**src/rtl/router_pkg.sv**
```systemverilog
// rtl/router_pkg.sv - receive-port state type and header field constants
package router_pkg;

  typedef enum logic [1:0] {
    IDLE,
    HDR,
    BODY,
    DONE
  } rx_state_t;

  localparam int HDR_LEN_MSB = 7;
  localparam int HDR_LEN_LSB = 2;
  localparam int ADDR_W      = 2;
  localparam int LEN_W       = 6;
  localparam int CNT_W       = 16;

endpackage

```
**src/rtl/router_rx_parity.sv**
```systemverilog
// rtl/router_rx_parity.sv - running XOR accumulator with clear, accumulate-enable and compare
module router_rx_parity (
  input  logic       clock,
  input  logic       reset,
  input  logic       clr,
  input  logic       acc_en,
  input  logic [7:0] din,
  output logic       mismatch
);

  logic [7:0] acc_q;
  logic [7:0] acc_d;

  // clr and acc_en together load din, which is how the header seeds the sum
  always_comb begin
    acc_d = acc_q;
    if (clr) begin
      acc_d = 8'h00;
    end
    if (acc_en) begin
      acc_d = acc_d ^ din;
    end
  end

  always_ff @(posedge clock or posedge reset) begin
    if (reset) begin
      acc_q <= 8'h00;
    end else begin
      acc_q <= acc_d;
    end
  end

  assign mismatch = (acc_q != din);

endmodule

```
**src/rtl/router_rx_port.sv**
```systemverilog
// rtl/router_rx_port.sv - drains one router output FIFO and frames payload bytes
// Parity checking is built only when ROUTER_RX_PARITY_CHK_EN is defined.
module router_rx_port
  import router_pkg::*;
#(
  parameter int PORT_ID = 0
) (
  input  logic             clock,
  input  logic             reset,
  input  logic             vld_out,
  input  logic [7:0]       data_out,
  input  logic             stall,
  output logic             read_enb,
  output logic [7:0]       pkt_byte,
  output logic             pkt_byte_valid,
  output logic             pkt_sop,
  output logic             pkt_eop,
  output logic [LEN_W-1:0] pkt_len,
  output logic             pkt_done,
  output logic             parity_err,
  output logic             addr_err,
  output logic             pkt_abort,
  output logic [CNT_W-1:0] pkt_count
);

  localparam logic [LEN_W:0] LEFT_ONE = (LEN_W + 1)'(1);
  localparam logic [LEN_W:0] LEFT_TWO = (LEN_W + 1)'(2);

  rx_state_t        state_q, state_d;
  logic [LEN_W:0]   req_left_q, req_left_d;
  logic [LEN_W:0]   cap_left_q, cap_left_d;
  logic             rd_pend_q, rd_pend_d;
  logic [LEN_W-1:0] len_q, len_d;
  logic             addr_err_q, addr_err_d;
  logic             par_err_q, par_err_d;
  logic [7:0]       byte_q, byte_d;
  logic             byte_vld_q, byte_vld_d;
  logic             sop_q, sop_d;
  logic             eop_q, eop_d;
  logic             done_q, done_d;
  logic             abort_q, abort_d;
  logic [CNT_W-1:0] count_q, count_d;
  logic             par_mismatch;

`ifdef ROUTER_RX_PARITY_CHK_EN
  logic par_clr;
  logic par_acc;

  assign par_clr = (state_q == HDR);
  assign par_acc = (state_q == HDR) ||
                   ((state_q == BODY) && rd_pend_q && (cap_left_q != LEFT_ONE));

  router_rx_parity u_parity (
    .clock    (clock),
    .reset    (reset),
    .clr      (par_clr),
    .acc_en   (par_acc),
    .din      (data_out),
    .mismatch (par_mismatch)
  );
`else
  assign par_mismatch = 1'b0;
`endif

  always_comb begin
    state_d    = state_q;
    req_left_d = req_left_q;
    cap_left_d = cap_left_q;
    rd_pend_d  = 1'b0;
    len_d      = len_q;
    addr_err_d = addr_err_q;
    par_err_d  = par_err_q;
    byte_d     = byte_q;
    byte_vld_d = 1'b0;
    sop_d      = 1'b0;
    eop_d      = 1'b0;
    done_d     = 1'b0;
    abort_d    = 1'b0;
    count_d    = count_q;
    read_enb   = 1'b0;

    case (state_q)
      IDLE: begin
        if (vld_out && !stall) begin
          read_enb = 1'b1;
          state_d  = HDR;
        end
      end
      HDR: begin
        len_d      = data_out[HDR_LEN_MSB:HDR_LEN_LSB];
        addr_err_d = (data_out[ADDR_W-1:0] != PORT_ID[ADDR_W-1:0]);
        req_left_d = {1'b0, data_out[HDR_LEN_MSB:HDR_LEN_LSB]} + LEFT_ONE;
        cap_left_d = {1'b0, data_out[HDR_LEN_MSB:HDR_LEN_LSB]} + LEFT_ONE;
        state_d    = BODY;
      end
      BODY: begin
        read_enb = vld_out && !stall && (req_left_q != '0);
        if (read_enb) begin
          req_left_d = req_left_q - LEFT_ONE;
          rd_pend_d  = 1'b1;
        end
        if (rd_pend_q) begin
          cap_left_d = cap_left_q - LEFT_ONE;
          if (cap_left_q == LEFT_ONE) begin
            par_err_d = par_mismatch;
            done_d    = 1'b1;
            if (count_q != {CNT_W{1'b1}}) begin
              count_d = count_q + CNT_W'(1);
            end
            state_d = DONE;
          end else begin
            byte_d     = data_out;
            byte_vld_d = 1'b1;
            sop_d      = (cap_left_q == ({1'b0, len_q} + LEFT_ONE));
            eop_d      = (cap_left_q == LEFT_TWO);
          end
        end else if (!vld_out && (req_left_q != '0)) begin
          // FIFO emptied under us with nothing in flight: the router flushed the port
          abort_d = 1'b1;
          state_d = IDLE;
        end
      end
      DONE: begin
        state_d = IDLE;
      end
      default: begin
        state_d = IDLE;
      end
    endcase
  end

  always_ff @(posedge clock or posedge reset) begin
    if (reset) begin
      state_q    <= IDLE;
      req_left_q <= '0;
      cap_left_q <= '0;
      rd_pend_q  <= 1'b0;
      len_q      <= '0;
      addr_err_q <= 1'b0;
      par_err_q  <= 1'b0;
      byte_q     <= 8'h00;
      byte_vld_q <= 1'b0;
      sop_q      <= 1'b0;
      eop_q      <= 1'b0;
      done_q     <= 1'b0;
      abort_q    <= 1'b0;
      count_q    <= '0;
    end else begin
      state_q    <= state_d;
      req_left_q <= req_left_d;
      cap_left_q <= cap_left_d;
      rd_pend_q  <= rd_pend_d;
      len_q      <= len_d;
      addr_err_q <= addr_err_d;
      par_err_q  <= par_err_d;
      byte_q     <= byte_d;
      byte_vld_q <= byte_vld_d;
      sop_q      <= sop_d;
      eop_q      <= eop_d;
      done_q     <= done_d;
      abort_q    <= abort_d;
      count_q    <= count_d;
    end
  end

  assign pkt_byte       = byte_q;
  assign pkt_byte_valid = byte_vld_q;
  assign pkt_sop        = sop_q;
  assign pkt_eop        = eop_q;
  assign pkt_len        = len_q;
  assign pkt_done       = done_q;
  assign parity_err     = par_err_q;
  assign addr_err       = addr_err_q;
  assign pkt_abort      = abort_q;
  assign pkt_count      = count_q;

endmodule
```
**config.mk**
```make
export PLATFORM = sky130hd
export DESIGN_NAME = router_rx_port
export DESIGN_NICKNAME = d
export VERILOG_FILES = /design/src/rtl/router_pkg.sv /design/src/rtl/router_rx_parity.sv /design/src/rtl/router_rx_port.sv
export SDC_FILE = /design/constraint.sdc
export NUM_CORES = 1
export LEC_CHECK = 0
export CORE_MARGIN = 4
export CORE_UTILIZATION = 40
export DETAILED_ROUTE_END_ITERATION = 8
export PLACE_DENSITY_LB_ADDON = 0.12
export SLEW_MARGIN = 20
export SYNTH_ARGS = -nofsm -noshare
export SYNTH_HDL_FRONTEND = slang
export SYNTH_SLANG_ARGS = --single-unit
```
**constraint.sdc**
```tcl
create_clock -name clock -period 4.99 [get_ports clock]
set_input_delay 1.497 -clock clock [delete_from_list [all_inputs] [get_ports clock]]
set_output_delay 1.497 -clock clock [all_outputs]
set_load 0.01 [all_outputs]
```
==> reports/results.ini <==
[route]
first_pass_iters=4
num_vias=2233
ant_nets=0
dr.first_iter.drc_count=71
wirelength_um=6260
drc=0
routedWlPerCell_um=14.7
vias_per_cell=5.23

[clock_tree]
cts_tree=done
htree_levels=2
cts.sinks=53
clock_latency_ns=0.32
cts.repair.resized=0
cts_buffer_depth=2
cts_made_buffers=5
cts.reportedPaths.clkPinSlew_ns=0.11
cts_setup_buffers=0
post_cts_hold_buffer_count=0
clockRootBuffer=clkbuf_8

[logic_synthesis]
ys_ff_latch=53
avgSynthCellArea_um2=10.0
synth_edf_count=0
synth-async-reset-ratio=1.00
syn-num-nets=302
synth_cell_type_count=46
synth_flop_cell=dfrtp_1
ys_warn_count=0
ys_seq_area_frac=0.468
synthCells=283
synth_area_mm2=0.00284

[global_routing]
antenna_found_initial=0
grt_max_degree=54
grtUsageTotal=0.151
grt_pass1_vias=2144
globalRouteOverflowTotal=0
grt_pass1_wl_um=10400

[timing]
fmax_mhz=225
setup-tns-final_ns=0
finalSetupViolCount=0
maxSlewViolCount=0
period_share=0.892
tightest_slew_ns=1.05
period_minus_slack_ns=4.45
rsz0062_at_grt=no
skew_ns=0.0114
hold_viol_final=0
relSlewSlack=0.303

[setup_path]
crit_path_end_kind=primary output
timing.rr.start=state_q[1]
r2r_end=pkt_sop
required_ns=3.49
regToRegSetupSlack_ns=2.60
cp.arrival_ns=2.95
slowest_delay_ns=0.56
critPathMaxFanout=6
start_kind=primary input
ff2ff_path_depth=6
crit_top_cell=clkdlybuf4s50_1
path_class=primary input to primary output
cp_top_family=buffers and inverters
crit_buf_inv=2
worstPathCellList=clkdlybuf4s50_1 > nand2b_1 > a211oi_1 > clkdlybuf4s50_1
crit_slowest_cell=clkdlybuf4s50_1

[pwr]
leakage_nw=1.48
power_density_mw_per_mm2=424
p_total_mw=1.48
ir_drop_v=0.000139

[place]
finalWeightedCongestion=0.896
dpl.hpwl_um=4540
io_buffers=48

[die]
coreArea_mm2=0.00683
start_util=0.415
io_pins=50
die_width_um=92.2
rows=30
die_area_mm2=0.00850
die_h_um=92.2

[cells_and_area]
antenna_cells=0
drive_above_1_share=0.0997
ff_latch_area_mm2=0.00133
nFillCells=662
nets=349
multi_input_area_mm2=0.00143
syn_to_final_growth_pct=23.4

[min_path]
min_path_type=register to register
whs_path_depth=2
hp-start=addr_err
holdPathEnd=addr_err

[flow_run]
drv_cap=0

[status]
status=completed

-- power by group --
part	total, mW	internal [mW]	switching (mW)
clock	0.258	0.103	0.156
combinational	0.546	0.296	0.250
sequential	0.680	0.533	0.146
-- worst min-delay path: cells and delay by family, from the launching register on --
family | cells | cell delay (ns)
AO/OA/AOI/OAI | 1 | 0.07
flip-flops | 1 | 0.36
AND/OR/NAND/NOR | 1 | 0.04
-- how the worst max path moves through the flow --
stage / slack, ns / from / endpoint / cells past startpoint
finish: 0.54 / vld_out / read_enb / 4
global route: 0.43 / vld_out / read_enb / 4
CTS: 0.52 / vld_out / read_enb / 4
detailed placement: 0.53 / vld_out / read_enb / 4
global placement: 0.55 / vld_out / read_enb / 4
floorplan: 1.42 / stall / read_enb / 2
-- cells by family (layout without fill, tap and decap cells) --
| group | count (synthesis) | count (layout) | share of synthesized area |
|---|---|---|---|
| buffers and inverters | 21 | 69 | 0.0300 |
| AOI/OAI and AO/OA | 48 | 48 | 0.107 |
| other | 1 | 1 | 0.00132 |
| DFF | 53 | 53 | 0.468 |
| muxes | 16 | 16 | 0.0631 |
| xor gates and xnor gates | 30 | 30 | 0.0953 |
| adders and majority gates | 7 | 7 | 0.0309 |
| and+or+nand+nor | 107 | 107 | 0.205 |
-- cell usage in the layout, fill, tap and decap left out, types with 2 or more instances in the layout --
master	synthesis	layout
or3_1	4	4
o22ai_1	2	2
inv_6	0	2
nor2b_1	4	4
dfrtp_1	53	53
nand3_1	12	12
xor2_1	12	12
and3_1	5	5
nor3_1	11	11
nor2_1	17	17
a211oi_1	2	2
ha_1	7	7
nand2b_1	3	3
nand4_1	7	7
clkbuf_8	0	5
nand2_1	30	30
o21ai_0	19	19
a21oi_1	9	9
a22o_1	3	3
mux2_2	15	15
a31oi_1	2	2
inv_1	12	11
clkdlybuf4s50_1	0	48
nor4_1	4	4
a211o_1	2	2
nor4_4	2	2
xnor2_1	17	17
o2bb2ai_1	2	2
-- per-layer routing --
metal  vias to the layer above  wire (µm)  GRT usage
li1                       1084          -          -
met1                      1079       2980      0.207
met2                        58       2870      0.237
met3                        12        298     0.0287
met4                         0        124     0.0582
met5                         -          0          0
-- sequential cells by signal, indices dropped and copies added, names as in the netlist --
name,flops
pkt_byte,8
pkt_count,16
state_q,2
rd_pend_q,1
cap_left_q,7
pkt_abort,1
pkt_byte_valid,1
addr_err,1
pkt_len,6
pkt_sop,1
req_left_q,7
pkt_eop,1
pkt_done,1
-- cell type report --
class                      instances  area share
timing repair buffer              49       0.139
clock buffer                       5      0.0197
clock inverter                     3     0.00715
tap                               96      0.0343
inverter                          12      0.0136
sequential                        53       0.379
multi-input combinational        209       0.407
-- per-stage QoR --
stage	util	hold WS, ns	cells	instance area, µm²	setup WS (ns)
floorplan	-	0.477	283	2840	1.42
global placement	0.498	0.474	419	3400	0.551
detailed placement	0.499	0.474	419	3410	0.526
CTS	0.512	0.498	427	3500	0.517
global route	0.512	0.521	427	3500	0.427
finish	0.512	0.497	427	3500	0.539
-- Yosys cell counts, types with 2 or more instances --
library cell | count | share of area
dfrtp_1 | 53 | 0.47
nand2_1 | 30 | 0.040
o21ai_0 | 19 | 0.034
nor2_1 | 17 | 0.022
xnor2_1 | 17 | 0.052
mux2_2 | 15 | 0.060
inv_1 | 12 | 0.016
nand3_1 | 12 | 0.021
xor2_1 | 12 | 0.037
nor3_1 | 11 | 0.019
a21oi_1 | 9 | 0.016
ha_1 | 7 | 0.031
nand4_1 | 7 | 0.015
clkbuf_1 | 6 | 0.0079
and3_1 | 5 | 0.011
nor2b_1 | 4 | 0.0088
nor4_1 | 4 | 0.0088
or3_1 | 4 | 0.0088
a22o_1 | 3 | 0.0093
nand2b_1 | 3 | 0.0066
a211o_1 | 2 | 0.0062
a211oi_1 | 2 | 0.0053
a31oi_1 | 2 | 0.0044
buf_2 | 2 | 0.0035
nor4_4 | 2 | 0.015
o22ai_1 | 2 | 0.0044
o2bb2ai_1 | 2 | 0.0062
Note: power is estimated with default switching activity, not from simulation.
